**config.mk**
```make
export PLATFORM = sky130hd
export DESIGN_NAME = frog_move_gen_flat
export DESIGN_NICKNAME = d
export VERILOG_FILES = /design/src/rtl/frog_move_gen_if.sv /design/src/rtl/frog_move_gen.sv /design/src/flat_wrapper.sv
export SDC_FILE = /design/constraint.sdc
export NUM_CORES = 1
export LEC_CHECK = 0
export ABC_AREA = 1
export CAP_MARGIN = 10
export CORE_MARGIN = 5
export CORE_UTILIZATION = 51
export DETAILED_ROUTE_END_ITERATION = 16
export HOLD_SLACK_MARGIN = 0.02
export PLACE_DENSITY = 0.83
export SYNTH_ARGS = -nofsm -noshare
export SYNTH_HDL_FRONTEND = slang
export SYNTH_SLANG_ARGS = --single-unit
export TNS_END_PERCENT = 50
```
**constraint.sdc**
```tcl
create_clock -name clk -period 4.6 [get_ports clk]
set_clock_uncertainty 0.2 [all_clocks]
set_input_delay 0.92 -clock clk [delete_from_list [all_inputs] [get_ports clk]]
set_output_delay 0.92 -clock clk [all_outputs]
set_load 0.005 [all_outputs]
```
**src/rtl/frog_move_gen_if.sv**
```systemverilog
// Direction bus between the frog move generator and the grid of light cells.
// master = move generator (drives pulses), slave = grid/board side (drives keys and control).
interface frog_move_gen_if;
    logic       key_up;
    logic       key_down;
    logic       key_left;
    logic       key_right;
    logic       enable;
    logic       kill;
    logic       U;
    logic       D;
    logic       L;
    logic       R;
    logic       busy;
    logic [7:0] move_count;

    modport master (
        input  key_up, key_down, key_left, key_right, enable, kill,
        output U, D, L, R, busy, move_count
    );

    modport slave (
        output key_up, key_down, key_left, key_right, enable, kill,
        input  U, D, L, R, busy, move_count
    );
endinterface

```
**src/rtl/frog_move_gen.sv**
```systemverilog
// Turns raw direction keys into one-hot, single-cycle U/D/L/R move pulses with cooldown.
// Optional macro FROG_AUTOREPEAT_EN adds auto-repeat while the latched key stays held.
module frog_move_gen #(
    parameter int unsigned COOLDOWN_CYCLES = 4,
    parameter int unsigned REPEAT_CYCLES   = 16
) (
    input  logic               clk,
    input  logic               reset,
    frog_move_gen_if.master    bus
);

    typedef enum logic [1:0] {
        IDLE,
        FIRE,
        COOLDOWN,
        WAIT_RELEASE
    } state_t;

    // Bad parameter values are rejected at elaboration rather than silently wrapping.
    if (COOLDOWN_CYCLES < 1 || COOLDOWN_CYCLES > 255) begin : gen_bad_cooldown
        $error("frog_move_gen: COOLDOWN_CYCLES out of range 1..255");
    end
    if (REPEAT_CYCLES < 1 || REPEAT_CYCLES > 65535) begin : gen_bad_repeat
        $error("frog_move_gen: REPEAT_CYCLES out of range 1..65535");
    end

    localparam logic [7:0] COOL_LOAD = 8'(COOLDOWN_CYCLES - 1);

    // Key vectors are ordered {up, down, left, right}; dir 0..3 follows the same order.
    logic [3:0] rawKeys;
    logic [3:0] syncMeta_q;
    logic [3:0] syncKey_q;
    state_t     state_q, state_d;
    logic [1:0] dir_q, dir_d;
    logic [7:0] coolCnt_q, coolCnt_d;
    logic [7:0] moveCnt_q, moveCnt_d;
    logic       abort;
    logic       anyKey;

    assign rawKeys = {bus.key_up, bus.key_down, bus.key_left, bus.key_right};
    assign abort   = bus.kill | ~bus.enable;
    assign anyKey  = |syncKey_q;

`ifdef FROG_AUTOREPEAT_EN
    logic [15:0] repCnt_q, repCnt_d;
    logic        keyHeld;

    assign keyHeld = syncKey_q[2'd3 - dir_q];
`endif

    always_ff @(posedge clk) begin
        if (reset) begin
            syncMeta_q <= 4'b0000;
            syncKey_q  <= 4'b0000;
            state_q    <= IDLE;
            dir_q      <= 2'd0;
            coolCnt_q  <= 8'd0;
            moveCnt_q  <= 8'd0;
`ifdef FROG_AUTOREPEAT_EN
            repCnt_q   <= 16'd0;
`endif
        end else begin
            syncMeta_q <= rawKeys;
            syncKey_q  <= syncMeta_q;
            state_q    <= state_d;
            dir_q      <= dir_d;
            coolCnt_q  <= coolCnt_d;
            moveCnt_q  <= moveCnt_d;
`ifdef FROG_AUTOREPEAT_EN
            repCnt_q   <= repCnt_d;
`endif
        end
    end

    always_comb begin
        state_d   = state_q;
        dir_d     = dir_q;
        coolCnt_d = coolCnt_q;
        moveCnt_d = moveCnt_q;
`ifdef FROG_AUTOREPEAT_EN
        repCnt_d  = repCnt_q;
`endif
        unique case (state_q)
            IDLE: begin
                if (!abort && anyKey) begin
                    if (syncKey_q[3])      dir_d = 2'd0;
                    else if (syncKey_q[2]) dir_d = 2'd1;
                    else if (syncKey_q[1]) dir_d = 2'd2;
                    else                   dir_d = 2'd3;
                    state_d = FIRE;
                end
            end
            FIRE: begin
                if (moveCnt_q != 8'hFF) moveCnt_d = moveCnt_q + 8'd1;
`ifdef FROG_AUTOREPEAT_EN
                repCnt_d = 16'd0;
`endif
                if (abort) begin
                    state_d   = WAIT_RELEASE;
                    coolCnt_d = 8'd0;
                end else begin
                    state_d   = COOLDOWN;
                    coolCnt_d = COOL_LOAD;
                end
            end
            COOLDOWN: begin
                if (abort) begin
                    state_d   = WAIT_RELEASE;
                    coolCnt_d = 8'd0;
                end else if (coolCnt_q == 8'd0) begin
                    state_d = WAIT_RELEASE;
                end else begin
                    coolCnt_d = coolCnt_q - 8'd1;
                end
            end
            WAIT_RELEASE: begin
                // kill/disable pins us here even after release, so a new round starts clean.
                if (!abort && !anyKey) begin
                    state_d = IDLE;
                end
`ifdef FROG_AUTOREPEAT_EN
                if (keyHeld && !abort) begin
                    if (repCnt_q + 16'd1 == 16'(REPEAT_CYCLES)) begin
                        repCnt_d = 16'd0;
                        state_d  = FIRE;
                    end else begin
                        repCnt_d = repCnt_q + 16'd1;
                    end
                end else begin
                    repCnt_d = 16'd0;
                end
`endif
            end
            default: state_d = IDLE;
        endcase
    end

    assign bus.U          = (state_q == FIRE) && (dir_q == 2'd0);
    assign bus.D          = (state_q == FIRE) && (dir_q == 2'd1);
    assign bus.L          = (state_q == FIRE) && (dir_q == 2'd2);
    assign bus.R          = (state_q == FIRE) && (dir_q == 2'd3);
    assign bus.busy       = (state_q != IDLE);
    assign bus.move_count = moveCnt_q;

endmodule

```
**src/flat_wrapper.sv**
```systemverilog
// flat-port wrapper written by rule: the top's interface ports become plain ports
module frog_move_gen_flat 
#(
    parameter int unsigned COOLDOWN_CYCLES = 4,
    parameter int unsigned REPEAT_CYCLES   = 16
)
  (clk, reset, bus_key_up, bus_key_down, bus_key_left, bus_key_right, bus_enable, bus_kill, bus_U, bus_D, bus_L, bus_R, bus_busy, bus_move_count);
  frog_move_gen_if bus_i ();
  input  logic clk;
  input  logic reset;
  input wire logic [$bits(bus_i.key_up)-1:0] bus_key_up;
  input wire logic [$bits(bus_i.key_down)-1:0] bus_key_down;
  input wire logic [$bits(bus_i.key_left)-1:0] bus_key_left;
  input wire logic [$bits(bus_i.key_right)-1:0] bus_key_right;
  input wire logic [$bits(bus_i.enable)-1:0] bus_enable;
  input wire logic [$bits(bus_i.kill)-1:0] bus_kill;
  output wire logic [$bits(bus_i.U)-1:0] bus_U;
  output wire logic [$bits(bus_i.D)-1:0] bus_D;
  output wire logic [$bits(bus_i.L)-1:0] bus_L;
  output wire logic [$bits(bus_i.R)-1:0] bus_R;
  output wire logic [$bits(bus_i.busy)-1:0] bus_busy;
  output wire logic [$bits(bus_i.move_count)-1:0] bus_move_count;
  assign bus_i.key_up = bus_key_up;
  assign bus_i.key_down = bus_key_down;
  assign bus_i.key_left = bus_key_left;
  assign bus_i.key_right = bus_key_right;
  assign bus_i.enable = bus_enable;
  assign bus_i.kill = bus_kill;
  assign bus_U = bus_i.U;
  assign bus_D = bus_i.D;
  assign bus_L = bus_i.L;
  assign bus_R = bus_i.R;
  assign bus_busy = bus_i.busy;
  assign bus_move_count = bus_i.move_count;
  frog_move_gen #(.COOLDOWN_CYCLES(COOLDOWN_CYCLES), .REPEAT_CYCLES(REPEAT_CYCLES)) u_core (.clk(clk), .reset(reset), .bus(bus_i));
endmodule
```
==> impl_metrics.py, run 1 <==
metrics = {
    "floorplanning": {
        "fp-row-count": 20,
        "start_util_pct": 52.36,
        "die_height_um": 65.75,
        "num_io_pins": 21,
        "die_x_um": 65.75,
        "dieArea_um2": 4323,
        "coreArea_um2": 3028,
    },
    "global_routing": {
        "gr-usage-met3_pct": 2.393,
        "busiest_layer": "met2",
        "grt_max_degree": 19,
        "overflow": 0,
        "grt_first_pass_wirelength_um": 5264,
        "antenna_found_initial": 0,
        "use_met1_pct": 16.95,
        "grt_pass1_vias": 1322,
        "grt_usage_pct": 15.37,
        "grt_use_met2_pct": 27.91,
    },
    "power": {
        "power_frac_seq_pct": 34.7,
        "power_switching_uw": 369.7,
        "clkPwrFrac_pct": 18.7,
        "power.leakage_nw": 0.8419,
        "max-vdd-ir-drop_mv": 0.2100,
        "power.density_nw_per_um2": 477.6,
        "p_sw_share_pct": 41.00,
        "pwr-share-comb_pct": 46.6,
        "cell_internal_pwr_uw": 532.0,
    },
    "sta": {
        "worst_slew_pin_slew_ns": 0.4005,
        "holdWs_ns": 0.2180,
        "min_period_ns": 2.973,
        "max_freq_ghz": 0.3364,
        "rsz0062_at_grt": "false",
        "hold_viol": 0,
        "slew_viol_final": 0,
        "finalSetupViolations": 0,
        "slew_headroom_pct": 73.22,
        "final.setup.tns_ns": 0,
        "min_period_over_period_pct": 64.63,
    },
    "clock_tree": {
        "cts_hold_buf": 0,
        "tritoncts": "done",
        "cts.sinks": 28,
        "clk_root_buffer_cell": "clkbuf_4",
        "cts_buffer_depth": 2,
        "cts_max_level": 1,
        "path_clk_slew_ns": 0.16,
        "post-cts-setup-buffers": 0,
        "cts_buffers": 3,
        "clock_latency_ns": 0.34,
        "cts_resized": 0,
    },
    "synthesis": {
        "postSynthCellCount": 238,
        "syn_area_um2": 1585,
        "ys_types": 29,
        "synth_area_leaders": "dfxtp_1 35%, nand2_1 13%, inv_1 9.5%",
        "synth_seq_cells": 28,
        "syn_area_per_cell_um2": 6.661,
        "seq_area_frac_synth_pct": 35.36,
        "yosysWarnings": 0,
        "syn_nets": 253,
        "synth_area_leader_cell": "dfxtp_1",
        "yosysTopAreaCellShare_pct": 35.36,
    },
    "worst_hold_path": {
        "hold_path_class": "register to register",
    },
    "setup_path": {
        "crit_buf_inv": 2,
        "critical-path-top-delay-family": "buffers and inverters",
        "max_stage_delay_ns": 0.53,
        "cp.arrival_ns": 1.85,
        "cp_max_fo": 6,
        "critical-path-slowest-cell": "clkdlybuf4s50_1",
        "crit_type": "register to output pin",
        "end_kind": "output pin",
        "critPathLaunchType": "register",
        "worstPathRequired_ns": 3.48,
        "path_cells": "ha_1 -> inv_2 -> nor3_1 -> clkdlybuf4s50_1",
    },
    "final_layout": {
        "n_antenna_cell": 0,
        "syn2layout_area_growth_pct": 19.10,
        "final.fill_count": 281,
        "final_common_cell": "nand2_1",
        "final_nets": 276,
        "final_cell_mix": "57 x nand2_1, 40 x inv_1, 39 x nor2_1",
        "drive_above_1_share_pct": 10.00,
        "stdcell_count": 304,
    },
    "place": {
        "portBuffers": 20,
        "post-dp-hpwl_um": 2248,
        "gp_congestion": 0.8054,
        "dp.cells": 300,
    },
    "routing": {
        "drc": 0,
        "ant_nets": 0,
        "wl_um": 3063,
        "vias_per_cell": 4.750,
        "num_vias": 1444,
        "drt_iter0_drc": 48,
        "drt_pass1_iterations": 4,
        "wl_per_cell_um": 10.08,
    },
    "status": {
        "status": "finished, final reports clean",
    },
    "flow_run": {
        "max_cap_viol_count": 0,
    },
}
[worst paths after layout]
kind,from,end,slack [ns],cells after the start
max reg2reg,u_core.state_q[0],u_core.coolCnt_q[5],2.72,7
min,u_core.syncMeta_q[1],u_core.syncKey_q[1],0.22,2
max,u_core.state_q[0],bus_R,1.63,4
min reg2reg,u_core.syncMeta_q[1],u_core.syncKey_q[1],0.22,2
[cell families (layout without fill, tap and decap cells)]
group / Yosys count / count (layout) / share of synthesized area [%]
DFF: 28 / 28 / 35.36
and+or+nand+nor: 127 / 127 / 35.20
xor gates and xnor gates: 4 / 4 / 2.210
adders and majority gates: 7 / 7 / 5.525
AOI/OAI and AO/OA: 24 / 24 / 10.26
buffers and inverters: 48 / 70 / 11.44
[worst min-delay path, cell delays in order, from the launching register on]
cell and delay (ns):
dfxtp_1 0.33, inv_1 0.04, nor2_1 0.03
[metal layers]
layer / vias to the layer above / routed length, um
met3: 5 / 119
met4: 0 / 53
met5: - / 0
met1: 649 / 1413
li1: 767 / -
met2: 23 / 1478
[flip-flops by register name (all words and copies together) (netlist names)]
register and flops:
u_core.bus.move_count 8, u_core.coolCnt_q 8, u_core.dir_q 2, u_core.state_q 2, u_core.syncKey_q 4, u_core.syncMeta_q 4
[per-stage QoR]
| step | worst slack (ns) | util, % | area [um2] | power, mW |
|---|---|---|---|---|
| CTS | 1.624 | 62.36 | 1888 | 0.9050 |
| detailed placement | 2.030 | 60.62 | 1836 | 0.7351 |
| global placement | 2.081 | 60.62 | 1836 | 0.7263 |
| finish | 1.627 | 62.36 | 1888 | 0.9017 |
| global route | 1.524 | 62.36 | 1888 | 0.9835 |
| floorplan | 2.598 | - | 1585 | 0.6332 |
[Yosys cell counts]
master	instances
or2_2	1
clkbuf_1	2
inv_2	1
nor2_4	2
xor2_1	2
o21ai_0	5
inv_1	40
o21a_1	1
nand2_4	1
dfxtp_1	28
clkinv_1	4
nand3_1	11
nor2_1	39
nor2_2	2
a21oi_2	5
o21bai_1	1
buf_2	1
nor3_2	1
ha_1	7
a21oi_4	1
nand3_2	1
xnor2_1	2
nor3_1	4
nand4_1	3
a31oi_2	1
o21ai_1	2
nand2_1	57
a21oi_1	8
nand2_2	5
[final cells by class]
| cell class | instances | area (um2) | share of cell area [%] |
|---|---|---|---|
| tap | 44 | 55.05 | 2.916 |
| clock inverter | 1 | 30.03 | 1.590 |
| clock buffer | 3 | 22.52 | 1.193 |
| multi-input combinational | 162 | 843.3 | 44.67 |
| inverter | 45 | 168.9 | 8.946 |
| timing repair buffer | 21 | 207.7 | 11.00 |
| sequential | 28 | 560.5 | 29.69 |
[power by group through the flow]
stage | combinational [mW] | clock [mW] | sequential (mW)
floorplan | 0.321 | 0 | 0.312
global placement | 0.409 | 0 | 0.317
detailed placement | 0.417 | 0 | 0.318
CTS | 0.422 | 0.170 | 0.313
global route | 0.484 | 0.180 | 0.319
finish | 0.420 | 0.169 | 0.313
No activity file was read; power rests on OpenSTA's default activity.
==> run 2: changes to the inputs <==
- CORE_UTILIZATION: 51 -> 49
- clock period: 4.6 -> 2.7 ns (I/O delays scaled with it)
==> run 2 against run 1 <==
Flip-flop and latch count unchanged; sequential share of layout area about the same; cell count unchanged; largest cell class unchanged; count of clock-buffer cells in the layout unchanged; sequential power increased by 70%; worst hold slack got worse by 0.0072 ns; setup slack got worse by 1.5 ns; clock power increased by 65%.
==> impl_metrics.py, run 2 (synthesis results as in run 1) <==
metrics = {
    "status": {
        "status": "finished, final reports clean",
    },
    "sta": {
        "final.setup.tns_ns": 0,
        "min_period_ns": 2.552,
        "hold_viol": 0,
        "slew_viol_final": 0,
        "finalSetupViolations": 0,
        "setup_slack_ns": 0.1480,
        "rsz0062_at_grt": "false",
        "max_freq_ghz": 0.3919,
        "min_period_over_period_pct": 94.52,
        "worst_slew_pin_slew_ns": 0.4001,
        "slew_headroom_pct": 73.24,
    },
    "final_layout": {
        "final_cell_mix": "57 x nand2_1, 39 x inv_1, 39 x nor2_1",
        "final_nets": 276,
        "drive_above_1_share_pct": 10.77,
        "final_common_cell": "nand2_1",
        "stdcell_count": 304,
        "syn2layout_area_growth_pct": 19.26,
        "n_antenna_cell": 0,
        "postLayoutCellArea_um2": 1891,
    },
    "setup_path": {
        "critPathLaunchType": "register",
        "critical-path-slowest-cell": "clkdlybuf4s50_1",
        "worstPathRequired_ns": 1.96,
        "path_cells": "ha_2 -> inv_2 -> nor3_1 -> clkdlybuf4s50_1",
        "rrSetupSlack_ns": 0.89,
        "r2r-start": "u_core.state_q[0]",
        "r2r_cells": 7,
        "end_kind": "output pin",
        "cp.arrival_ns": 1.81,
        "cp_max_fo": 6,
        "max_stage_delay_ns": 0.54,
        "crit_type": "register to output pin",
        "r2r_end": "u_core.coolCnt_q[4]",
    },
    "global_routing": {
        "antenna_found_initial": 0,
        "grt_first_pass_wirelength_um": 5478,
        "grt_max_degree": 18,
        "grt_pass1_vias": 1316,
        "overflow": 0,
        "grt_usage_pct": 16.06,
    },
    "worst_hold_path": {
        "hp-start": "u_core.syncMeta_q[3]",
        "hold_path_class": "register to register",
        "worstHoldPathCells": 2,
        "holdPathEnd": "u_core.syncKey_q[3]",
    },
    "routing": {
        "drt_iter0_drc": 79,
        "ant_nets": 0,
        "wl_um": 3022,
        "wl_per_cell_um": 9.941,
        "num_vias": 1419,
        "drc": 0,
        "vias_per_cell": 4.668,
        "drt_pass1_iterations": 4,
    },
    "power": {
        "power.leakage_nw": 0.8403,
        "max-vdd-ir-drop_mv": 0.4623,
        "power.density_nw_per_um2": 808.2,
    },
    "floorplanning": {
        "die_height_um": 66.88,
        "start_util_pct": 51.50,
        "fp-row-count": 20,
        "coreArea_um2": 3078,
        "die_x_um": 66.88,
        "num_io_pins": 21,
        "dieArea_um2": 4473,
    },
    "clock_tree": {
        "cts_buffer_depth": 2,
        "tritoncts": "done",
        "cts.sinks": 28,
        "post-cts-setup-buffers": 0,
        "clk_root_buffer_cell": "clkbuf_4",
        "clock_latency_ns": 0.34,
        "path_clk_slew_ns": 0.15,
        "cts_max_level": 1,
        "cts_buffers": 3,
        "cts_hold_buf": 0,
    },
    "place": {
        "portBuffers": 20,
        "post-dp-hpwl_um": 2304,
        "pre_cts_ws_ns": 0.4691,
        "gp_congestion": 0.8287,
        "placed_area_um2": 1836,
        "dp.cells": 300,
    },
    "flow_run": {
        "max_cap_viol_count": 0,
    },
}
[run 2: changes by cell type in the layout (fill, tap and decap cells not counted)]
cell   delta
ha_1      -1
ha_2      +1
inv_1     -1
inv_2     +1
[run 2: metrics by stage]
step / hold slack [ns] / utilization, % / power [mW]
5_1_grt: 0.2355 / 61.42 / 1.685
3_3_place_gp: 0.1909 / 59.63 / 1.239
4_1_cts: 0.2122 / 61.34 / 1.537
3_5_place_dp: 0.1921 / 59.63 / 1.254
2_1_floorplan: 0.1883 / - / 1.079
6_report: 0.2108 / 61.42 / 1.528
[run 2: worst max-delay path: cells and delay by family, from the launching register on]
family	cells	cell delay (ns)
AND/OR/NAND/NOR	1	0.15
adder cells (fa/ha/maj)	1	0.26
buffers and inverters	2	0.61
flip-flops	1	0.45
[run 2: worst max path at each step]
| stage | cells after the start | endpoint | from | slack [ns] |
|---|---|---|---|---|
| 5_1_grt | 4 | bus_U | u_core.state_q[0] | 0.006 |
| 3_3_place_gp | 5 | bus_R | u_core.state_q[1] | 0.56 |
| 3_5_place_dp | 5 | bus_U | u_core.state_q[1] | 0.47 |
| 4_1_cts | 5 | bus_U | u_core.state_q[1] | 0.07 |
| 2_1_floorplan | 4 | bus_D | u_core.state_q[1] | 1.08 |
| 6_report | 4 | bus_U | u_core.state_q[0] | 0.15 |
[run 2: cell type report]
type / count / area (um2)
clock buffers: 3 / 22.52
clock inverters: 1 / 30.03
inverters: 45 / 168.9
flip-flops and latches: 28 / 560.5
multi-input cells: 162 / 845.8
repair buffers: 21 / 207.7
well taps: 44 / 55.05
fillers: 288 / 1187
[run 2: where the power goes]
part	internal [mW]	switching, mW
logic	0.283	0.433
registers	0.476	0.0578
clock network	0.150	0.128
total	0.909	0.619
[run 2: timing repair]
item | in CTS | in global routing
gates resized for setup | 0 | 2
endpoints found under the setup margin | 0 | 4
hold endpoints to repair | 0 | 0
[run 2: routing by layer]
layer	GRT usage [%]	part of all wire, %
met2	27.97	48
met4	5.063	0.89
met3	3.710	5.2
met1	19.33	46
met5	0	0
==> run 3: changes to the inputs <==
- SKIP_CTS_REPAIR_TIMING: not set -> 1
==> results of run 3 <==
Same layout as run 2: the final DEF is identical, and so are final timing and power.
